`src/rtl/perceptron_pkg.sv`:
```
// Shared types, widths and saturating arithmetic for the perceptron trainer.
package perceptron_pkg;

  localparam int unsigned DATA_W = 8;
  localparam int unsigned OUT_W  = 16;

  typedef enum logic [1:0] {
    IDLE   = 2'd0,
    WAIT   = 2'd1,
    UPDATE = 2'd2
  } state_e;

  // One accepted training sample, frozen at acceptance.
  typedef struct packed {
    logic [DATA_W-1:0] x1;
    logic [DATA_W-1:0] x2;
    logic              target;
    logic              train_en;
  } sample_t;

  // Live neuron parameters.
  typedef struct packed {
    logic [DATA_W-1:0] w1;
    logic [DATA_W-1:0] w2;
    logic [DATA_W-1:0] bias;
  } weights_t;

  // Unsigned add, clamped at all-ones.
  function automatic logic [DATA_W-1:0] sat_add8(input logic [DATA_W-1:0] a,
                                                 input logic [DATA_W-1:0] b);
    logic [DATA_W:0] s;
    s = {1'b0, a} + {1'b0, b};
    return s[DATA_W] ? {DATA_W{1'b1}} : s[DATA_W-1:0];
  endfunction

  // Unsigned subtract, clamped at zero (borrow shows up in the top bit).
  function automatic logic [DATA_W-1:0] sat_sub8(input logic [DATA_W-1:0] a,
                                                 input logic [DATA_W-1:0] b);
    logic [DATA_W:0] s;
    s = {1'b0, a} - {1'b0, b};
    return s[DATA_W] ? {DATA_W{1'b0}} : s[DATA_W-1:0];
  endfunction

endpackage

```
`src/rtl/perceptron_trainer_weight_update.sv`:
```
// Combinational perceptron learning rule.
// Ports: w_i (current weights), x1_i/x2_i (sample features), target_i, pred_i,
//        train_en_i -> w_nxt_c_o (next weights), err_c_o (pred != target).
module perceptron_weight_update
  import perceptron_pkg::*;
#(
  parameter int unsigned LR_SHIFT  = 2,
  parameter int unsigned BIAS_STEP = 1
) (
  input  weights_t          w_i,
  input  logic [DATA_W-1:0] x1_i,
  input  logic [DATA_W-1:0] x2_i,
  input  logic              target_i,
  input  logic              pred_i,
  input  logic              train_en_i,
  output weights_t          w_nxt_c_o,
  output logic              err_c_o
);

  localparam logic [DATA_W-1:0] BSTEP = DATA_W'(BIAS_STEP);

  logic [DATA_W-1:0] step1;
  logic [DATA_W-1:0] step2;

  assign step1 = x1_i >> LR_SHIFT;
  assign step2 = x2_i >> LR_SHIFT;

  // False negative pulls weights up and the threshold down; false positive the reverse.
  always_comb begin
    w_nxt_c_o = w_i;
    err_c_o   = pred_i ^ target_i;
    if (err_c_o && train_en_i) begin
      if (target_i) begin
        w_nxt_c_o.w1   = sat_add8(w_i.w1, step1);
        w_nxt_c_o.w2   = sat_add8(w_i.w2, step2);
        w_nxt_c_o.bias = sat_sub8(w_i.bias, BSTEP);
      end else begin
        w_nxt_c_o.w1   = sat_sub8(w_i.w1, step1);
        w_nxt_c_o.w2   = sat_sub8(w_i.w2, step2);
        w_nxt_c_o.bias = sat_add8(w_i.bias, BSTEP);
      end
    end
  end

endmodule

```
`src/rtl/perceptron_trainer.sv`:
```
// Online perceptron training engine driving an external Perceptron neuron.
// Ports: clk/reset (async active-low); in_valid/in_ready/in_x1/in_x2/in_target/
//        train_en sample handshake; load_en/load_w1/load_w2/load_bias weight
//        preload; p_input1/2, p_weight1/2, p_bias to the neuron and p_output
//        back from it; result_valid/pred/err per-sample pulse; sample_count and
//        error_count saturating statistics.
module perceptron_trainer
  import perceptron_pkg::*;
#(
  parameter int unsigned PERC_LATENCY = 2,
  parameter int unsigned LR_SHIFT     = 2,
  parameter int unsigned BIAS_STEP    = 1,
  parameter int unsigned CNT_W        = 16
) (
  input  logic              clk,
  input  logic              reset,
  input  logic              in_valid,
  output logic              in_ready,
  input  logic [DATA_W-1:0] in_x1,
  input  logic [DATA_W-1:0] in_x2,
  input  logic              in_target,
  input  logic              train_en,
  input  logic              load_en,
  input  logic [DATA_W-1:0] load_w1,
  input  logic [DATA_W-1:0] load_w2,
  input  logic [DATA_W-1:0] load_bias,
  output logic [DATA_W-1:0] p_input1,
  output logic [DATA_W-1:0] p_input2,
  output logic [DATA_W-1:0] p_weight1,
  output logic [DATA_W-1:0] p_weight2,
  output logic [DATA_W-1:0] p_bias,
  input  logic [OUT_W-1:0]  p_output,
  output logic              result_valid,
  output logic              result_pred,
  output logic              result_err,
  output logic [CNT_W-1:0]  sample_count,
  output logic [CNT_W-1:0]  error_count
);

  localparam int unsigned WCNT_W = 4;

  state_e             state_q, state_d;
  logic [WCNT_W-1:0]  wcnt_q, wcnt_d;
  sample_t            smp_q, smp_d;
  weights_t           w_q, w_d;
  logic               pred_q, pred_d;
  logic               rv_q, rv_d;
  logic               rp_q, rp_d;
  logic               re_q, re_d;
  logic [CNT_W-1:0]   sc_q, sc_d;
  logic [CNT_W-1:0]   ec_q, ec_d;

  weights_t           upd_w;
  logic               upd_err;

  perceptron_weight_update #(
    .LR_SHIFT  (LR_SHIFT),
    .BIAS_STEP (BIAS_STEP)
  ) u_update (
    .w_i        (w_q),
    .x1_i       (smp_q.x1),
    .x2_i       (smp_q.x2),
    .target_i   (smp_q.target),
    .pred_i     (pred_q),
    .train_en_i (smp_q.train_en),
    .w_nxt_c_o  (upd_w),
    .err_c_o    (upd_err)
  );

  // State and datapath registers.
  always_ff @(posedge clk or negedge reset) begin
    if (!reset) begin
      state_q <= IDLE;
      wcnt_q  <= '0;
      smp_q   <= '0;
      w_q     <= '0;
      pred_q  <= 1'b0;
      rv_q    <= 1'b0;
      rp_q    <= 1'b0;
      re_q    <= 1'b0;
      sc_q    <= '0;
      ec_q    <= '0;
    end else begin
      state_q <= state_d;
      wcnt_q  <= wcnt_d;
      smp_q   <= smp_d;
      w_q     <= w_d;
      pred_q  <= pred_d;
      rv_q    <= rv_d;
      rp_q    <= rp_d;
      re_q    <= re_d;
      sc_q    <= sc_d;
      ec_q    <= ec_d;
    end
  end

  // Next-state and datapath control.
  always_comb begin
    state_d  = state_q;
    wcnt_d   = wcnt_q;
    smp_d    = smp_q;
    w_d      = w_q;
    pred_d   = pred_q;
    rv_d     = 1'b0;
    rp_d     = rp_q;
    re_d     = re_q;
    sc_d     = sc_q;
    ec_d     = ec_q;
    in_ready = (state_q == IDLE) && !load_en;

    case (state_q)
      IDLE: begin
        // Preload wins over a concurrent sample; the sample simply waits.
        if (load_en) begin
          w_d = '{w1: load_w1, w2: load_w2, bias: load_bias};
        end else if (in_valid) begin
          smp_d   = '{x1: in_x1, x2: in_x2, target: in_target, train_en: train_en};
          wcnt_d  = WCNT_W'(PERC_LATENCY - 1);
          state_d = WAIT;
        end
      end
      WAIT: begin
        if (wcnt_q == '0) begin
          pred_d  = (p_output != '0);
          state_d = UPDATE;
        end else begin
          wcnt_d = wcnt_q - WCNT_W'(1);
        end
      end
      UPDATE: begin
        w_d  = upd_w;
        rv_d = 1'b1;
        rp_d = pred_q;
        re_d = upd_err;
        if (sc_q != '1) sc_d = sc_q + CNT_W'(1);
        if (upd_err && (ec_q != '1)) ec_d = ec_q + CNT_W'(1);
        state_d = IDLE;
      end
      default: state_d = IDLE;
    endcase
  end

  assign p_input1     = smp_q.x1;
  assign p_input2     = smp_q.x2;
  assign p_weight1    = w_q.w1;
  assign p_weight2    = w_q.w2;
  assign p_bias       = w_q.bias;
  assign result_valid = rv_q;
  assign result_pred  = rp_q;
  assign result_err   = re_q;
  assign sample_count = sc_q;
  assign error_count  = ec_q;

endmodule
```
`config.mk`:
```
export PLATFORM = sky130hd
export DESIGN_NAME = perceptron_trainer
export DESIGN_NICKNAME = d
export VERILOG_FILES = /design/src/rtl/perceptron_pkg.sv /design/src/rtl/perceptron_trainer_weight_update.sv /design/src/rtl/perceptron_trainer.sv
export SDC_FILE = /design/constraint.sdc
export NUM_CORES = 1
export LEC_CHECK = 0
export CAP_MARGIN = 10
export CORE_MARGIN = 1.5
export CORE_UTILIZATION = 40
export CTS_CLUSTER_DIAMETER = 60
export DETAILED_ROUTE_END_ITERATION = 10
export PLACE_DENSITY = 0.67
export SYNTH_ARGS = -nofsm -noshare
export SYNTH_HDL_FRONTEND = slang
export SYNTH_SLANG_ARGS = --single-unit
```
`constraint.sdc`:
```
create_clock -name clk -period 6.4 [get_ports clk]
set_input_delay 0.96 -clock clk [delete_from_list [all_inputs] [get_ports clk]]
set_output_delay 0.96 -clock clk [all_outputs]
set_load 0.02 [all_outputs]
```
## Word level (Yosys, flattened, before mapping)

Index checks and enable logic that the tools add are counted.

- Bits in read-only memories: 0
- Memories kept: 0
- Bits in writable memories: 0
- Register bits: 84
- Logic and storage cells: 71
- Output and inout bits: 76
- Latch bits: 0
- Input port bits: 62

- Bitwise gates (word level): 2
- Shift-type cells: 0
- Reductions and logical operators: 16
- Add/sub/neg operators: 9
- Muxes and demuxes: 19
- Eq/ne operators: 10
- $mul: 0
- Divide/modulo/power cells: 0
- Magnitude comparators: 0

Operators by type and width:

| cell | number |
|---|---|
| $mux W24 | 3 |
| $mux W8 | 6 |
| $pmux W24 S2 | 1 |
| $add A16 B1 Y16 const B | 2 |
| $ne A16 B16 Y1 const B | 2 |
| $add A8 B6 Y9 | 2 |
| $sub A8 B6 Y9 | 2 |
| $reduce_bool A16 Y1 | 1 |
| $mux W4 | 3 |
| $ne A2 B2 Y1 const B | 5 |
| $add A8 B1 Y9 const B | 1 |
| $reduce_and A3 Y1 | 3 |
| $sub A8 B1 Y9 const B | 1 |
| $pmux W4 S2 | 1 |
| $mux W2 | 3 |
| $reduce_and A2 Y1 | 3 |
| $logic_not A4 Y1 | 1 |
| $pmux W2 S2 | 1 |
| $reduce_and A4 Y1 | 1 |
| $reduce_bool A2 Y1 | 2 |
| $sub A4 B1 Y4 const B | 1 |
| $logic_and A1 B1 Y1 | 3 |
| $eq A2 B1 Y1 const B | 1 |
| $eq A2 B2 Y1 const B | 1 |
| 6 further kinds | 6 |

## Depth between registers and ports, before layout

Gate-level depths: netlist of run 1.

- Word-level depth: 5
- Mapped depth: 10
- Depth with buffers taken out: 10

## Hierarchy

A second synthesis of run 1 with hierarchy kept.

- Cells, all modules: 703
- Area, all modules: 6,162.2 µm²

By module, submodules not included:

| module | sequential area each (µm²) | cells each | instances | area each (µm²) |
|---|---|---|---|---|
| perceptron_trainer | 2,102.0 | 384 | 1 | 4,057.6 |
| perceptron_weight_update | 0.0 | 319 | 1 | 2,104.5 |

## Least setup slack after synthesis of run 1

No wires, ideal clock.

- Kind: input -> register
- From: input port load_en
- To: register smp_q (netlist bit p_input1[0])
- Arrival: 2,498 ps
- Stages: 5
- Required time: 6,275 ps
- Buffers on the path: 2
- Slack: 3,777 ps
- Library setup time: 125 ps
- Path through: nor3_1 -> and2_1 -> clkbuf_1 -> buf_1 -> mux2_2

- Cells in the longest elaborated chain, start to end: 2

RTL lines:

| element | RTL line | text |
|---|---|---|
| from (decl) | perceptron_trainer.sv:23 | `input logic load_en,` |
| $not A1 Y1 (no source line) | - |  |
| $reduce_and A3 Y1 (no source line) | - |  |
| to (signal assigned) | perceptron_trainer.sv:86 | `smp_q <= smp_d;` |
| to (decl) | perceptron_trainer.sv:44 | `sample_t smp_q, smp_d;` |

No other way between the ends.
A chain may end at the register's enable or synchronous reset.

## Worst setup path after layout of run 1

- From: input port load_en
- To: output port in_ready

- Cells in the longest elaborated chain, start to end: 2

RTL lines:

| element | RTL line | text |
|---|---|---|
| $logic_not A1 Y1 | perceptron_trainer.sv:109 | `in_ready = (state_q == IDLE) && !load_en;` |
| $logic_and A1 B1 Y1 | perceptron_trainer.sv:109 |  |
| to (decl) | perceptron_trainer.sv:18 | `output logic in_ready,` |

No other way between the ends.

==> results.toml, run 1 <==
[die]
die_w_um = 119
die_y_um = 119
core_um2 = 13200
io_pins = 138
rows = 42
initial_core_util = 0.407
die_area_um2 = 14100

[clocking]
root_buffer = "clkbuf_16"
ctsLongestPathBuffers = 2
cts_tree = "built"
numCtsBuffers = 9
post_cts_buffers = 0
cts_sinks = 84
clk-insertion-delay-late_ps = 350
postCtsHoldBufs = 0
htree_levels = 3
cts-resized-gates = 0
clkTransAtPathRegs_ps = 60

[yosys]
synth_nets = 689
synth-compound-area-share = 0.176
ys.flop_type = "dfrtp_1"
yosysUniqueCellTypes = 60
synthesis.area_um2 = 5370
synth_top_family_by_area = "simple AND/OR/NAND/NOR gates"
synth-simple-area-share = 0.189
synth_warnings = 0
ys_ff_latch = 84
synth_edf_count = 0
netlist.area_leader.share = 0.391
ys_seq_area_frac = 0.391
synth_xor_area_frac = 0.0685
muxShareOfSynthArea = 0.0408
ys_top_cells_by_count = "dfrtp_1, o21ai_0, nand2_1, a21oi_1, nor2_1"
yosysMostFrequentCell = "dfrtp_1"
ys_async_sr_fraction = 1.00
synth.avg_cell_area_um2 = 9.07
yosysTopAreaCell = "dfrtp_1"
postSynthCellCount = 592
ys_top_cells_by_area = "dfrtp_1, ha_1, o21ai_0, xnor2_1, nand2_1"
synth_fa_ha_area_frac = 0.0871

[route]
wl_per_cell_um = 16.3
num_vias = 4899
detail-route-antenna-nets = 0
drtIter0Drc = 343
drtPass1Iterations = 5
routed_via_density = 5.50
drt_wl_total_mm = 14.5
drc = 0

[place]
dp_hpwl_mm = 10.5
gp_congestion = 0.840
io_buffers = 137

[worst_setup_path]
start_kind = "input pin"
crit_top_cell = "clkdlybuf4s50_1"
cp.arrival_ps = 2360
crit_type = "in2out"
crit_slowest_cell = "clkdlybuf4s50_1"
max_stage_delay_ps = 670
required_ps = 5440
cp_cell_sequence = "clkdlybuf4s50_1 > nor3_1 > clkdlybuf4s50_1"
worstPathMaxFanout = 3
end_kind = "output port"

[cells_and_area]
antennaDiodeCount = 0
syn2layout_area_growth_pct = 33.5
drive_above_1_share = 0.0559
num-nets-final = 807

[global_routing]
grt.busiest_layer = "met2"
grt_pass1_vias = 4972
met1_usage = 0.273
grt_overflow = 0
grt_usage = 0.212
grt_max_degree = 61
grt_use_met3 = 0.0287
use_met2 = 0.355
grt_pass1_wl_mm = 24.0
grt_antenna_before_repair = 0

[sta]
max_clock_freq_mhz = 302
hold_violations = 0
worstMarginPinSlew_ps = 1110
fin_skew_ps = 4.78
setup_viol = 0
period_share = 0.518
timing.final.crit_period_ps = 3320
finalMaxSlewViolations = 0
slew_headroom = 0.261
grt_setup_unrepaired = "false"
tns_ps = 0

[pwr]
vdd_ir_drop_max_mv = 0.279
leakage_nw = 2.94
power.total_mw = 3.59
power_density_nw_per_um2 = 501

[run]
maxCapViolations = 0

[run_status]
status = "finished, final reports clean"

[hold_path]
min_path_type = "reg2reg"
==> layer usage <==
metal  vias to the layer above  part of all wire  routed length, um
li1                       2367                 -                  -
met1                      2371              0.45               6520
met2                       139              0.48               6980
met3                        22             0.044                639
met4                         0             0.025                357
met5                         -                 0                  0
==> stage by stage <==
| stage | cell area (um2) | setup slack [ps] | hold slack (ps) | utilization | cells |
|---|---|---|---|---|---|
| final | 7170 | 3080 | 492 | 0.544 | 891 |
| after global routing | 7170 | 2880 | 517 | 0.544 | 891 |
| after floorplan | 5370 | 3780 | 463 | - | 592 |
| after detailed placement | 6840 | 3060 | 472 | 0.519 | 875 |
| after CTS | 7170 | 3050 | 488 | 0.544 | 891 |
| after global placement | 6840 | 3050 | 464 | 0.519 | 875 |
==> sequential cells by signal, summed over array words and instances (netlist names), 2 cells and up <==
signal        cells
p_weight1         8
p_input2          8
error_count      16
smp_q             2
wcnt_q            4
p_bias            8
p_weight2         8
state_q           2
sample_count     16
p_input1          8
==> power by group <==
group	switching, mW	internal [mW]
clock	0.228	0.347
sequential	0.282	0.701
combinational	1.11	0.925
==> critical path, delay by kind of cell <==
family,cells,cell delay (ps)
buffers and inverters,2,1110
AND/OR/NAND/NOR,1,280
==> path summary, 6_finish.rpt <==
check / endpoint / cells after the start / start / slack, ps
setup / recovery: in_ready / 3 / load_en / 3080
hold / removal: result_pred / 2 / result_pred / 490
setup reg to reg: error_count[13] / 6 / state_q[0] / 3140
hold reg to reg: result_pred / 2 / result_pred / 490
max in group asynchronous: p_input1[2] / 2 / reset / 4800
min in group asynchronous: sample_count[11] / 1 / reset / 510
==> layout by cell type, fill, tap and decap left out, types with 4 or more instances in the layout <==
| master | count |
|---|---|
| inv_1 | 33 |
| nand3_1 | 17 |
| and2_1 | 4 |
| o21ai_0 | 57 |
| a21oi_1 | 36 |
| mux2_2 | 11 |
| nor3_1 | 12 |
| nand4_1 | 13 |
| nor2_1 | 36 |
| and3_1 | 11 |
| xor2_1 | 10 |
| nand2b_1 | 7 |
| or3_1 | 12 |
| dfrtp_1 | 84 |
| clkbuf_16 | 9 |
| xnor2_1 | 32 |
| nand2_1 | 51 |
| o22ai_1 | 4 |
| and4_1 | 5 |
| fa_1 | 4 |
| mux2i_1 | 5 |
| clkdlybuf4s50_1 | 136 |
| nor2b_1 | 5 |
| a31oi_1 | 10 |
| nor4_1 | 9 |
| ha_1 | 31 |
| a21o_1 | 4 |
==> kinds of logic (layout without fill, tap and decap cells) <==
logic type                 Yosys count  in the layout
and+or+nand+nor                    196            196
AOI/OAI and AO/OA                  152            152
DFF                                 84             84
buffers and inverters               65            188
xor gates and xnor gates            42             42
adders and majority gates           35             35
muxes                               18             18
==> layout make-up <==
cell class	count	area (um2)
well taps	176	220
clock inverters	6	96.3
flip-flops and latches	84	2100
clock buffers	10	229
multi-input cells	443	3010
inverters	33	124
repair buffers	139	1380
fillers	1216	6020
Note: power is estimated with default switching activity, not from simulation.
==> run 2: changes to the inputs <==
PLACE_DENSITY = 0.7   (was 0.67)
clock period = 2.7 ns   (was 6.4 ns; I/O delays follow)
==> results.toml, run 2 (synthesis results as in run 1) <==
[worst_setup_path]
required_ps = 2910
start_kind = "flop"
cp.arrival_ps = 2730
rrSetupSlack_ps = 190
worstPathMaxFanout = 10
end_kind = "flop"
crit_type = "reg2reg"

[global_routing]
grt_max_degree = 85
grt_antenna_before_repair = 0
grt_usage = 0.219
grt.busiest_layer = "met2"
grt_pass1_vias = 4901
grt_overflow = 0
use_met2 = 0.356
grt_pass1_wl_mm = 25.0
grt_use_met3 = 0.0412
met1_usage = 0.297

[cells_and_area]
final_cell_mix = "clkdlybuf4s50_1, dfrtp_1, o21ai_0"
num-nets-final = 817
mostFrequentLayoutCell = "clkdlybuf4s50_1"
syn2layout_area_growth_pct = 35.5
antennaDiodeCount = 0
final_util = 0.552
instances_no_fill = 901
fillCellCount = 1201
drive_above_1_share = 0.0745

[route]
routed_via_density = 5.52
detail-route-antenna-nets = 0
drt_wl_total_mm = 15.0
drtIter0Drc = 443
drtPass1Iterations = 5
wl_per_cell_um = 16.6
num_vias = 4973
drc = 0

[die]
core_um2 = 13200
io_pins = 138
die_w_um = 119
die_area_um2 = 14100
initial_core_util = 0.407
rows = 42
die_y_um = 119

[pwr]
vdd_ir_drop_max_mv = 0.761
power_density_nw_per_um2 = 1190
leakage_nw = 3.00

[sta]
worstMarginPinSlew_ps = 761
grt_setup_unrepaired = "false"
slew_headroom = 0.492
period_share = 0.931
hold_violations = 0
fin_skew_ps = 11.8
hold_ws_ps = 56.9
max_clock_freq_mhz = 398
tns_ps = 0
timing.final.crit_period_ps = 2510
finalMaxSlewViolations = 0
setup_viol = 0

[place]
gp_congestion = 0.902
dp_cells = 885
io_buffers = 137
dp_hpwl_mm = 10.9

[clocking]
ctsLongestPathBuffers = 2
root_buffer = "clkbuf_16"
cts_tree = "built"
postCtsHoldBufs = 0
numCtsBuffers = 9
htree_levels = 3
cts_sinks = 84
clkTransAtPathRegs_ps = 70
clk-insertion-delay-late_ps = 360

[run]
maxCapViolations = 0

[run_status]
status = "finished, final reports clean"

[hold_path]
min_path_type = "in2async"
## run 2: final timing paths
| kind | endpoint | from | cells after the start |
|---|---|---|---|
| max in group asynchronous | p_input1[3] | reset | 2 |
| worst max-delay path | p_bias[5] | p_bias[0] | 7 |
| min in group clk | result_err | result_err | 2 |
| worst max register to register | p_bias[5] | p_bias[0] | 7 |
| worst min register to register | result_err | result_err | 2 |
| worst min-delay path | sample_count[10] | reset | 2 |
## run 2: routing by layer
layer / routed length [um] / vias to the layer above
met3: 681 / 18
met5: 0 / -
met2: 7250 / 135
met4: 258 / 0
li1: - / 2381
met1: 6800 / 2439
## run 2: final cells by class
class / count / area [um2] / share of cell area
well taps: 176 / 220 / 0.0303
repair buffers: 149 / 1470 / 0.202
flip-flops and latches: 84 / 2100 / 0.289
inverters: 33 / 124 / 0.0170
clock buffers: 9 / 225 / 0.0309
clock inverters: 7 / 106 / 0.0146
multi-input cells: 443 / 3030 / 0.416
## run 2: worst max-delay path: stages, from the launching register on
cell and delay [ps]:
dfrtp_1 490, inv_1 150, ha_1 220, or4b_4 520
o41ai_2 500, nor2_1 100, o32ai_1 290, o21ai_0 100
## run 2: power by group
| group | total (mW) | internal [mW] | switching (mW) | leakage [nW] |
|---|---|---|---|---|
| combinational | 5.02 | 2.25 | 2.76 | 1.78 |
| clock | 1.40 | 0.827 | 0.571 | 0.163 |
| sequential | 2.26 | 1.66 | 0.595 | 1.06 |
## run 2: per-stage QoR
step | setup WS, ps | cell area (um2) | power [mW]
6_report | 187 | 7280 | 8.67
5_1_grt | 65.9 | 7280 | 9.37
4_1_cts | 18.2 | 7260 | 8.66
3_5_place_dp | 29.2 | 6930 | 7.22
3_3_place_gp | 145 | 6930 | 7.12
2_1_floorplan | 339 | 5370 | 5.53
## run 2: timing repair
| action | CTS | global route |
|---|---|---|
| setup buffers | 0 | 0 |
| resized for setup | 0 | 4 |
| hold endpoints to repair | 0 | 0 |
| endpoints found under the setup margin | 0 | 3 |
==> run 3: changes to the inputs <==
PLACE_DENSITY = 0.67   (was 0.7)
clock period = 3.1 ns   (was 2.7 ns; I/O delays follow)
==> results.toml, run 3 (synthesis results as in run 1) <==
[sta]
max_clock_freq_mhz = 372
hold_ws_ps = 82.2
setup_ws_ps = 410
period_share = 0.868
worstMarginPinSlew_ps = 935
setup_viol = 0
hold_violations = 0
timing.final.crit_period_ps = 2690
finalMaxSlewViolations = 0
slew_headroom = 0.371
fin_skew_ps = 8.97
tns_ps = 0
grt_setup_unrepaired = "false"

[worst_setup_path]
cp.arrival_ps = 2880
worst_r2r_path_depth = 10
crit_top_cell = "o21ai_0"
cp_cell_sequence = "inv_1 > ha_1 > inv_1 > fa_1 > a211oi_1 > o21ai_0 > a2111oi_0 > o21ai_0 > o21ai_0 > a221oi_1"
worstPathMaxFanout = 3
rr_startpoint = "p_weight1[0]"
crit_slowest_cell = "a2111oi_0"
crit_buf_inv = 2
cp_top_family = "compound AO/OA/AOI/OAI gates"
required_ps = 3290
crit_type = "reg2reg"
end_kind = "flop"
rrSetupSlack_ps = 410
max_stage_delay_ps = 600
start_kind = "flop"
crit_start = "p_weight1[0]"
r2r-end = "p_weight1[0]"

[pwr]
vdd_ir_drop_max_mv = 0.702
power.combinational.fraction = 0.575
internal_power_mw = 4.08
p_switching_mw = 3.35
seqPwrFrac = 0.266
power.total_mw = 7.43
leakage_nw = 2.96
power_density_nw_per_um2 = 1030
clkPwrFrac = 0.158
switching_share = 0.450

[clocking]
cts_sinks = 84
cts_tree = "built"
root_buffer = "clkbuf_16"
numCtsBuffers = 9
cts-resized-gates = 0
htree_levels = 3
post_cts_buffers = 0
clkTransAtPathRegs_ps = 70
clk-insertion-delay-late_ps = 350
postCtsHoldBufs = 0
ctsLongestPathBuffers = 2

[die]
rows = 42
core_um2 = 13200
die_y_um = 119
die_w_um = 119
initial_core_util = 0.407
die_area_um2 = 14100
io_pins = 138

[run_status]
status = "finished, final reports clean"

[route]
drtPass1Iterations = 7
drc = 0
drt_wl_total_mm = 14.8
wl_per_cell_um = 16.5
drtIter0Drc = 322
routed_via_density = 5.49
detail-route-antenna-nets = 0
num_vias = 4921

[global_routing]
grt_usage = 0.216
grt_pass1_vias = 4803
grt_overflow = 0
grt_antenna_before_repair = 0
grt_max_degree = 41
grt_pass1_wl_mm = 24.2

[cells_and_area]
final_cell_mix = "clkdlybuf4s50_1, dfrtp_1, o21ai_0"
final_util = 0.546
mostFrequentLayoutCell = "clkdlybuf4s50_1"
drive_above_1_share = 0.0611
antennaDiodeCount = 0
syn2layout_area_growth_pct = 34.0
num-nets-final = 812

[place]
dp_hpwl_mm = 10.8
io_buffers = 137
dp_slack_ps = 440
gp_congestion = 0.866

[run]
maxCapViolations = 0

[hold_path]
min_path_type = "in2async"
run 3: worst reg2reg max path, stage by stage, from the launching register on:
cell and delay, ps:
dfrtp_1 410, inv_1 110, ha_1 150, inv_1 40, fa_1 420, a211oi_1 300
o21ai_0 160, a2111oi_0 600, o21ai_0 140, o21ai_0 100, a221oi_1 100
run 3: worst max path at each step:
stage / to / slack [ps] / depth (start not counted)
6_report: p_weight1[0] / 410 / 10
2_1_floorplan: p_weight1[0] / 740 / 10
5_1_grt: p_weight1[0] / 130 / 10
3_5_place_dp: p_weight1[0] / 440 / 10
4_1_cts: p_weight1[0] / 400 / 10
3_3_place_gp: p_weight1[0] / 580 / 10
run 3: final cells by class:
type / instances / area [um2]
inverter: 33 / 124
fill: 1167 / 5990
clock inverter: 5 / 85.1
timing repair buffer: 144 / 1420
multi-input combinational: 443 / 3010
clock buffer: 11 / 233
tap: 176 / 220
sequential: 84 / 2100
run 3: power by group through the flow:
stage	clock network [mW]	registers [mW]	logic, mW
floorplan	0	2.16	2.66
global placement	0	1.96	4.20
detailed placement	0	1.99	4.24
CTS	1.20	1.97	4.26
global route	1.25	2.05	4.72
finish	1.18	1.98	4.27
run 3: per-stage QoR:
step | instance area [um2] | cells
after floorplan | 5370 | 592
after CTS | 7200 | 896
after global placement | 6880 | 880
after detailed placement | 6880 | 880
final | 7200 | 896
after global routing | 7200 | 896
run 3: metal layers:
metal	share of wire	up-vias	GRT usage
li1	-	2367	-
met1	0.45	2383	0.283
met2	0.48	156	0.360
met3	0.048	15	0.0359
met4	0.017	0	0.0783
met5	0	-	0
